[src/rtl/seq_detector_prog.sv]
// Programmable serial bit-sequence detector: run-time loaded pattern of 1..PAT_W bits,
// overlapping or non-overlapping detection. Define SEQDET_COUNT_EN to build the saturating match counter.
module seq_detector_prog #(
  parameter int PAT_W = 8,
  parameter int CNT_W = 8,
  localparam int LEN_W = $clog2(PAT_W + 1)
) (
  input  logic             clk,
  input  logic             reset_i,
  input  logic             load_i,
  input  logic [PAT_W-1:0] pattern_i,
  input  logic [LEN_W-1:0] len_i,
  input  logic             overlap_i,
  input  logic             valid_i,
  input  logic             in_i,
  input  logic             clear_i,
  output logic             armed_o,
  output logic             detected_o,
  output logic [CNT_W-1:0] match_cnt_o
);

  typedef enum logic [1:0] {IDLE, FILL, HUNT} state_t;

  state_t           state_q;
  logic [PAT_W-1:0] pat_q;
  logic [PAT_W-1:0] hist_q;
  logic [PAT_W-1:0] hist_nxt;
  logic [PAT_W-1:0] mask;
  logic [LEN_W-1:0] len_q;
  logic [LEN_W-1:0] fill_q;
  logic [LEN_W-1:0] fill_nxt;
  logic             ovl_q;
  logic             detected_q;
  logic             len_ok;
  logic             accept;
  logic             hit;

  // Load and clear take priority, so a bit in the same cycle is never accepted.
  always_comb begin
    len_ok   = (len_i != '0) && (len_i <= LEN_W'(PAT_W));
    accept   = valid_i && (state_q != IDLE) && !load_i && !clear_i;
    hist_nxt = {hist_q[PAT_W-2:0], in_i};
    fill_nxt = (fill_q < len_q) ? fill_q + LEN_W'(1) : fill_q;
    mask     = ~({PAT_W{1'b1}} << len_q);
    hit      = accept && (fill_nxt == len_q) && ((hist_nxt & mask) == (pat_q & mask));
  end

  always_ff @(posedge clk or negedge reset_i) begin
    if (!reset_i) begin
      state_q    <= IDLE;
      pat_q      <= '0;
      len_q      <= '0;
      ovl_q      <= 1'b0;
      hist_q     <= '0;
      fill_q     <= '0;
      detected_q <= 1'b0;
    end else begin
      detected_q <= 1'b0;
      if (load_i) begin
        pat_q   <= pattern_i;
        len_q   <= len_i;
        ovl_q   <= overlap_i;
        hist_q  <= '0;
        fill_q  <= '0;
        state_q <= len_ok ? FILL : IDLE;
      end else if (clear_i) begin
        hist_q <= '0;
        fill_q <= '0;
        if (state_q != IDLE) state_q <= FILL;
      end else if (accept) begin
        detected_q <= hit;
        // Non-overlapping: a match consumes its bits, so hunting restarts from empty.
        if (hit && !ovl_q) begin
          hist_q  <= '0;
          fill_q  <= '0;
          state_q <= FILL;
        end else begin
          hist_q  <= hist_nxt;
          fill_q  <= fill_nxt;
          state_q <= (fill_nxt == len_q) ? HUNT : FILL;
        end
      end
    end
  end

  assign armed_o    = (state_q != IDLE);
  assign detected_o = detected_q;

`ifdef SEQDET_COUNT_EN
  logic [CNT_W-1:0] cnt_q;

  // Survives pattern reloads; only clear_i and reset zero it.
  always_ff @(posedge clk or negedge reset_i) begin
    if (!reset_i) begin
      cnt_q <= '0;
    end else if (clear_i) begin
      cnt_q <= '0;
    end else if (hit && (cnt_q != '1)) begin
      cnt_q <= cnt_q + CNT_W'(1);
    end
  end

  assign match_cnt_o = cnt_q;
`else
  assign match_cnt_o = '0;
`endif

endmodule

[config.mk]
export PLATFORM = sky130hd
export DESIGN_NAME = seq_detector_prog
export DESIGN_NICKNAME = d
export VERILOG_FILES = /design/src/rtl/seq_detector_prog.sv
export SDC_FILE = /design/constraint.sdc
export NUM_CORES = 1
export LEC_CHECK = 0
export ABC_AREA = 1
export CORE_ASPECT_RATIO = 0.5
export CORE_UTILIZATION = 30
export DETAILED_ROUTE_END_ITERATION = 10
export PLACE_DENSITY = 0.56
export SYNTH_ARGS = -nofsm -noshare
export SYNTH_HDL_FRONTEND = slang
export SYNTH_SLANG_ARGS = --single-unit
[constraint.sdc]
create_clock -name clk -period 2.8 [get_ports clk]
set_input_delay 0.56 -clock clk [delete_from_list [all_inputs] [get_ports clk]]
set_output_delay 0.56 -clock clk [all_outputs]
set_load 0.05 [all_outputs]
Word level (Yosys, flattened, before mapping)
Cells that the tools add are included.

Flip-flop bits (word level): 27. Bits in latches: 0. RAM bits: 0. ROM bits: 0. Input bits: 19. Output and inout port bits: 10. Logic and storage cells: 50. Memories: 0.

$add $sub $neg: 1. $mul: 0. Divide/modulo/power cells: 0. Magnitude comparators: 2. Eq/ne operators: 3. Shifts and indexed selects: 1. Multiplexer cells: 19. Bitwise operators: 3. Reductions and logical operators: 14.

Operators by type and width (number): 7-bit 2-to-1 mux (4); 4-bit 2-to-1 mux (5); 8-bit bitwise AND (2); 2-bit 2-to-1 mux (6); 8-bit equality test (1); 8-bit NOT (1); 8-bit by 4-bit left shift with 8-bit output (first input constant) (1); 1-bit logical AND (7); 4-bit by 1-bit adder with 4-bit output (second input constant) (1); 4-bit equality test (1); 4-bit less-or-equal comparator (second input constant) (1); 4-bit < comparator (1); 1-bit 2-to-1 mux (4); 4-bit nonzero test (1); 1-bit logical NOT (3); 3-bit by 2-bit inequality test with 1-bit output (second input constant) (1); 3-bit nonzero test (1); 2-bit AND reduction (1); 2-bit nonzero test (1).

Longest topological paths before layout
Depth after elaboration: 11. Mapped depth: 15.

Worst setup path after synthesis
No wires, ideal clock.

Path kind: register to register. From: reg len_q[3]. To: reg hist_q[2]. Library setup time: 121 ps. Data arrival time: 1887 ps. Slack: 792 ps. Stages on the path, launching flop included: 16. Path buffers: 1. Clock period less this slack: 2008 ps. Path through: dfrtp_1 -> inv_2 -> ha_1 -> nand2_1 -> clkinv_8 -> nand2_4 -> nand2_4 -> nand2_1 -> nand2_2 -> nand2_1 -> nand2_2 -> nor2_4 -> nand3_2 -> buf_6 -> nand3_2 -> o21ai_2.

Longest elaborated chain between the ends: 10.

RTL lines: from (decl) (RTL line 29) `logic [LEN_W-1:0] len_q;`; from (signal assigned) (RTL line 61) `len_q <= len_i;`; 8-bit by 4-bit left shift with 8-bit output / 4-bit < comparator (equally long branches) (RTL line 44, 43); 8-bit NOT / 4-bit 2-to-1 mux (equally long branches) (RTL line 44, 43); 8-bit bitwise AND / 4-bit equality test (equally long branches) (RTL line 45) `hit = accept && (fill_nxt == len_q) && ((hist_nxt & mask) == (pat_q & mask));`; 8-bit equality test / 1-bit logical AND (equally long branches) (RTL line 45); 1-bit logical AND * (RTL line 45); 1-bit logical AND * (RTL line 73) `if (hit && !ovl_q) begin`; 7-bit 2-to-1 mux * (RTL line 73); 7-bit 2-to-1 mux * (RTL line 70) `end else if (accept) begin`; 7-bit 2-to-1 mux * (RTL line 66) `end else if (clear_i) begin`; 7-bit 2-to-1 mux * (RTL line 59) `if (load_i) begin`; to (signal assigned) (RTL line 78) `hist_q <= hist_nxt;`; to (decl) (RTL line 26) `logic [PAT_W-1:0] hist_q;`.

Every way passes the cells marked *; elsewhere a longest branch is shown, timed or not. The select of a mux whose other input is x is not followed. A chain may end at the register's enable or synchronous reset.

Worst setup path after layout
From: reg len_q[3]. To: reg hist_q[1].

The elaborated chain is that of the path after synthesis.

==> run summary <==
By startpoint and endpoint, the worst setup path is classified as flop to flop. The synthesized-area fraction occupied by and/or/nand/nor cells came out at 31.98%. For this run, the post-layout net count is 259. Entering global routing, the biggest net connects 28 pins.

Synthesis instantiated 35 different standard cells from the library. The logs give 27 for the number of sinks handled by clock tree synthesis and 1420 for the overall via count from detail_route. The weighted congestion at the end of routability-driven global placement is 0.8004, and the pre-CTS worst setup slack is 281.1 ps.

The root buffer cell chosen for the clock tree is sky130_fd_sc_hd__clkbuf_16. H-tree depth: 1. The run gives 3.232 ps as the largest clock skew in the final design. The period utilization was 86.24%; the reg2reg setup slack was 390 ps.

The average cell area after synthesis was 8.230 sq um; the number of global-route vias before repair was 1346. TritonCTS built the clock tree. The area growth from synthesis to layout is 19.20%. The overall die width came out at 110.1 um.

The average detailed-routed wire length per instance was 12.03 um; the total of max-cap violations was 0. The final count of pins violating max slew was 0; the number of ports placed on the die boundary was 29. For the leakage power summed over all cells, the log shows 0.0009597 uW. The most used flip-flop cell after synthesis is sky130_fd_sc_hd__dfrtp_1.

The remaining antenna violation count was 0. In this run, the number of DRC markers left after iteration 0 of detailed routing was 72. STA classifies the critical path endpoint as a flop.

The clock transition time at the flip-flop clock pins of the worst setup and hold paths was 70 ps. The final number of setup-violating endpoints is 0, and the synthesized-area fraction occupied by ao, oa, aoi and oai cells is 9.779%. Die height: 56.05 um.

Wires add up to 3.706 mm. The die area was 6171 sq um; the core occupancy in the finished layout was 37.56%. Buffers inserted during clock tree synthesis total 3.

Power density over cell area: 479.0 nW/um^2. The clock reaches the later pin of the worst-skew pair after 260 ps. For this run the aggregate overflow at the end of global routing stands at 0. The number of cells on the worst reg-to-reg path is 14. Measured against the total synthesized area, the mux share comes to 3.212%. The number of flip-flops and latches in the synthesized netlist came out at 27. Once routing completed, OpenROAD measured the worst setup slack at 385.4 ps. The adder-cell share of the synthesized area was 2.855%.

The classification of the worst-slack hold path is flop to flop. The part of the Yosys area used for sequential elements is 38.54%, and the worst-path maximum fanout is 11. The logs give 13.38% for the overall track demand over capacity in global routing and 1753 sq um for the post-synthesis instance area.

STA classifies the critical path startpoint as a flop. Data on the critical path arrives at its endpoint at 2560 ps. After synthesis, the share of flip-flops with an asynchronous set or reset is 100.0%. Buffers placed on the I/O ports in this run total 20. The setup TNS after final layout was 0 ps; the ratio of cells with drive above 1 in the final layout was 21.28%. The run gives 19 as the count of standard-cell rows.

At the worst endpoint, the required time is 2950 ps. The tools report the final number of hold-violating endpoints as 0. The number of enable flip-flop cells after synthesis came out at 0. The XOR/XNOR share of the synthesized area is 2.498%, and the area of the placeable core is 5563 sq um. In the routed design, unresolved DRC markers number 0. The first detailed-routing pass took 5 iterations. The run gives 31.51% as the effective utilization at floorplan. The logs give 247.0 uV for the largest voltage drop on the vdd net and 213 for the number of cells produced by synthesis.

The tightest hold path in the finished design has a slack of 490.7 ps. The first global-routing pass estimated 6.320 mm of wire. The run finished with clean final reports. The highest attainable clock frequency was 414.1 MHz.

In the routed layout, each cell is associated on average with a via count of 4.610. The initial antenna violation count is 0, and the count of hold buffers inserted by post-cts repair is 0. Setup repair after global routing left no endpoint under its margin.

The clock passes through at most 2 buffers. In this run the post-CTS setup repair buffer count came out at 0. Along the worst hold path, the cell count comes to 2.

By area, the combinational part of the netlist is dominated by simple AND/OR/NAND/NOR gates. The HPWL after detailed placement is 2.824 mm. The number of gates resized after CTS was 0. The count of synthesis-stage warnings from yosys was 0. The antenna diode count came out at 0. The minimum clock period after layout came out at 2415 ps.
layout by cell type, fill, tap and decap left out, drive strengths merged, types with 2 or more instances in the layout:
cell type      instances
dfrtp                 27
nand2                 58
xor2                   2
xnor2                  3
nor2                  15
conb                   8
clkdlybuf4s50         20
inv                   22
mux2                   5
a21oi                  7
ha                     4
clkbuf                 3
nand4                  3
clkinv                 3
nand3                 28
o21ai                 20
buf                    3
where the power goes:
| part | total, uW | switching [uW] | internal [uW] |
|---|---|---|---|
| Sequential | 433 | 20.0 | 413 |
| Combinational | 239 | 153 | 86.4 |
| Clock | 329 | 136 | 193 |
| Total | 1000 | 309 | 692 |
stage by stage:
stage	total power, uW	instances	area, sq um
floorplan	612.5	220	1779
global route	1060	308	2090
finish	1001	308	2090
CTS	1008	308	2090
global placement	678.8	304	2009
detailed placement	680.9	304	2009
synthesized netlist by cell type (4+ instances only):
cell type	n	area, sq um
sky130_fd_sc_hd__mux2_2	5	56.30
sky130_fd_sc_hd__nand2_2	8	50.05
sky130_fd_sc_hd__nand3_2	8	80.08
sky130_fd_sc_hd__dfrtp_1	27	675.7
sky130_fd_sc_hd__ha_1	4	50.05
sky130_fd_sc_hd__inv_1	14	52.55
sky130_fd_sc_hd__o21ai_2	4	35.03
sky130_fd_sc_hd__o21ai_0	9	45.04
sky130_fd_sc_hd__nor2_1	11	41.29
sky130_fd_sc_hd__buf_4	8	60.06
sky130_fd_sc_hd__inv_2	7	26.28
sky130_fd_sc_hd__o21ai_1	7	35.03
sky130_fd_sc_hd__a21oi_1	5	25.02
sky130_fd_sc_hd__nand3_1	20	100.1
sky130_fd_sc_hd__nand2_1	47	176.4
critical path, stage by stage (launching register included):
cell and delay (ps):
sky130_fd_sc_hd__dfrtp_1 440, sky130_fd_sc_hd__inv_2 120, sky130_fd_sc_hd__ha_1 360, sky130_fd_sc_hd__nand2_1 190, sky130_fd_sc_hd__clkinv_8 60, sky130_fd_sc_hd__nand2_4 110, sky130_fd_sc_hd__nand2_4 80, sky130_fd_sc_hd__nand2_1 100
sky130_fd_sc_hd__nand2_2 70, sky130_fd_sc_hd__nand2_1 70, sky130_fd_sc_hd__nand2_2 60, sky130_fd_sc_hd__nor2_4 120, sky130_fd_sc_hd__nand3_2 290, sky130_fd_sc_hd__nand3_1 160, sky130_fd_sc_hd__o21ai_1 70
registers in the layout (all words and copies together), names as in the netlist:
| register | count |
|---|---|
| pat_q | 8 |
| hist_q | 7 |
| fill_q | 4 |
| len_q | 4 |
| state_q | 2 |
| detected_o | 1 |
| ovl_q | 1 |
routing by layer:
metal	track usage [%]	up-vias	wire [um]
li1	-	715	-
met1	18.59	672	1888
met2	21.70	29	1668
met3	2.810	4	125
met4	2.256	0	23
met5	0	-	0
cell families after synthesis:
kind of cell / after synthesis
buf+inv: 36
simple gates: 107
xor+xnor: 5
fa+ha+maj: 4
flops: 27
other cells: 1
compound gates: 28
mux: 5
final cells by class:
| cell class | instances | area (sq um) |
|---|---|---|
| multi-input cells | 157 | 912.1 |
| flip-flops and latches | 27 | 675.6 |
| clock inverters | 1 | 5.005 |
| inverters | 24 | 107.6 |
| clock buffers | 3 | 75.07 |
| well taps | 73 | 91.34 |
| fillers | 593 | 3473 |
| repair buffers | 23 | 222.7 |
path summary, 6_finish.rpt:
check / start / end
worst max register to register: len_q[3] / hist_q[1]
worst max-delay path: len_q[3] / hist_q[1]
max in group asynchronous: reset_i / pat_q[4]
worst min-delay path: state_q[0] / state_q[0]
min in group asynchronous: reset_i / state_q[1]
worst min register to register: state_q[0] / state_q[0]
(Power assumes the default switching activity.)
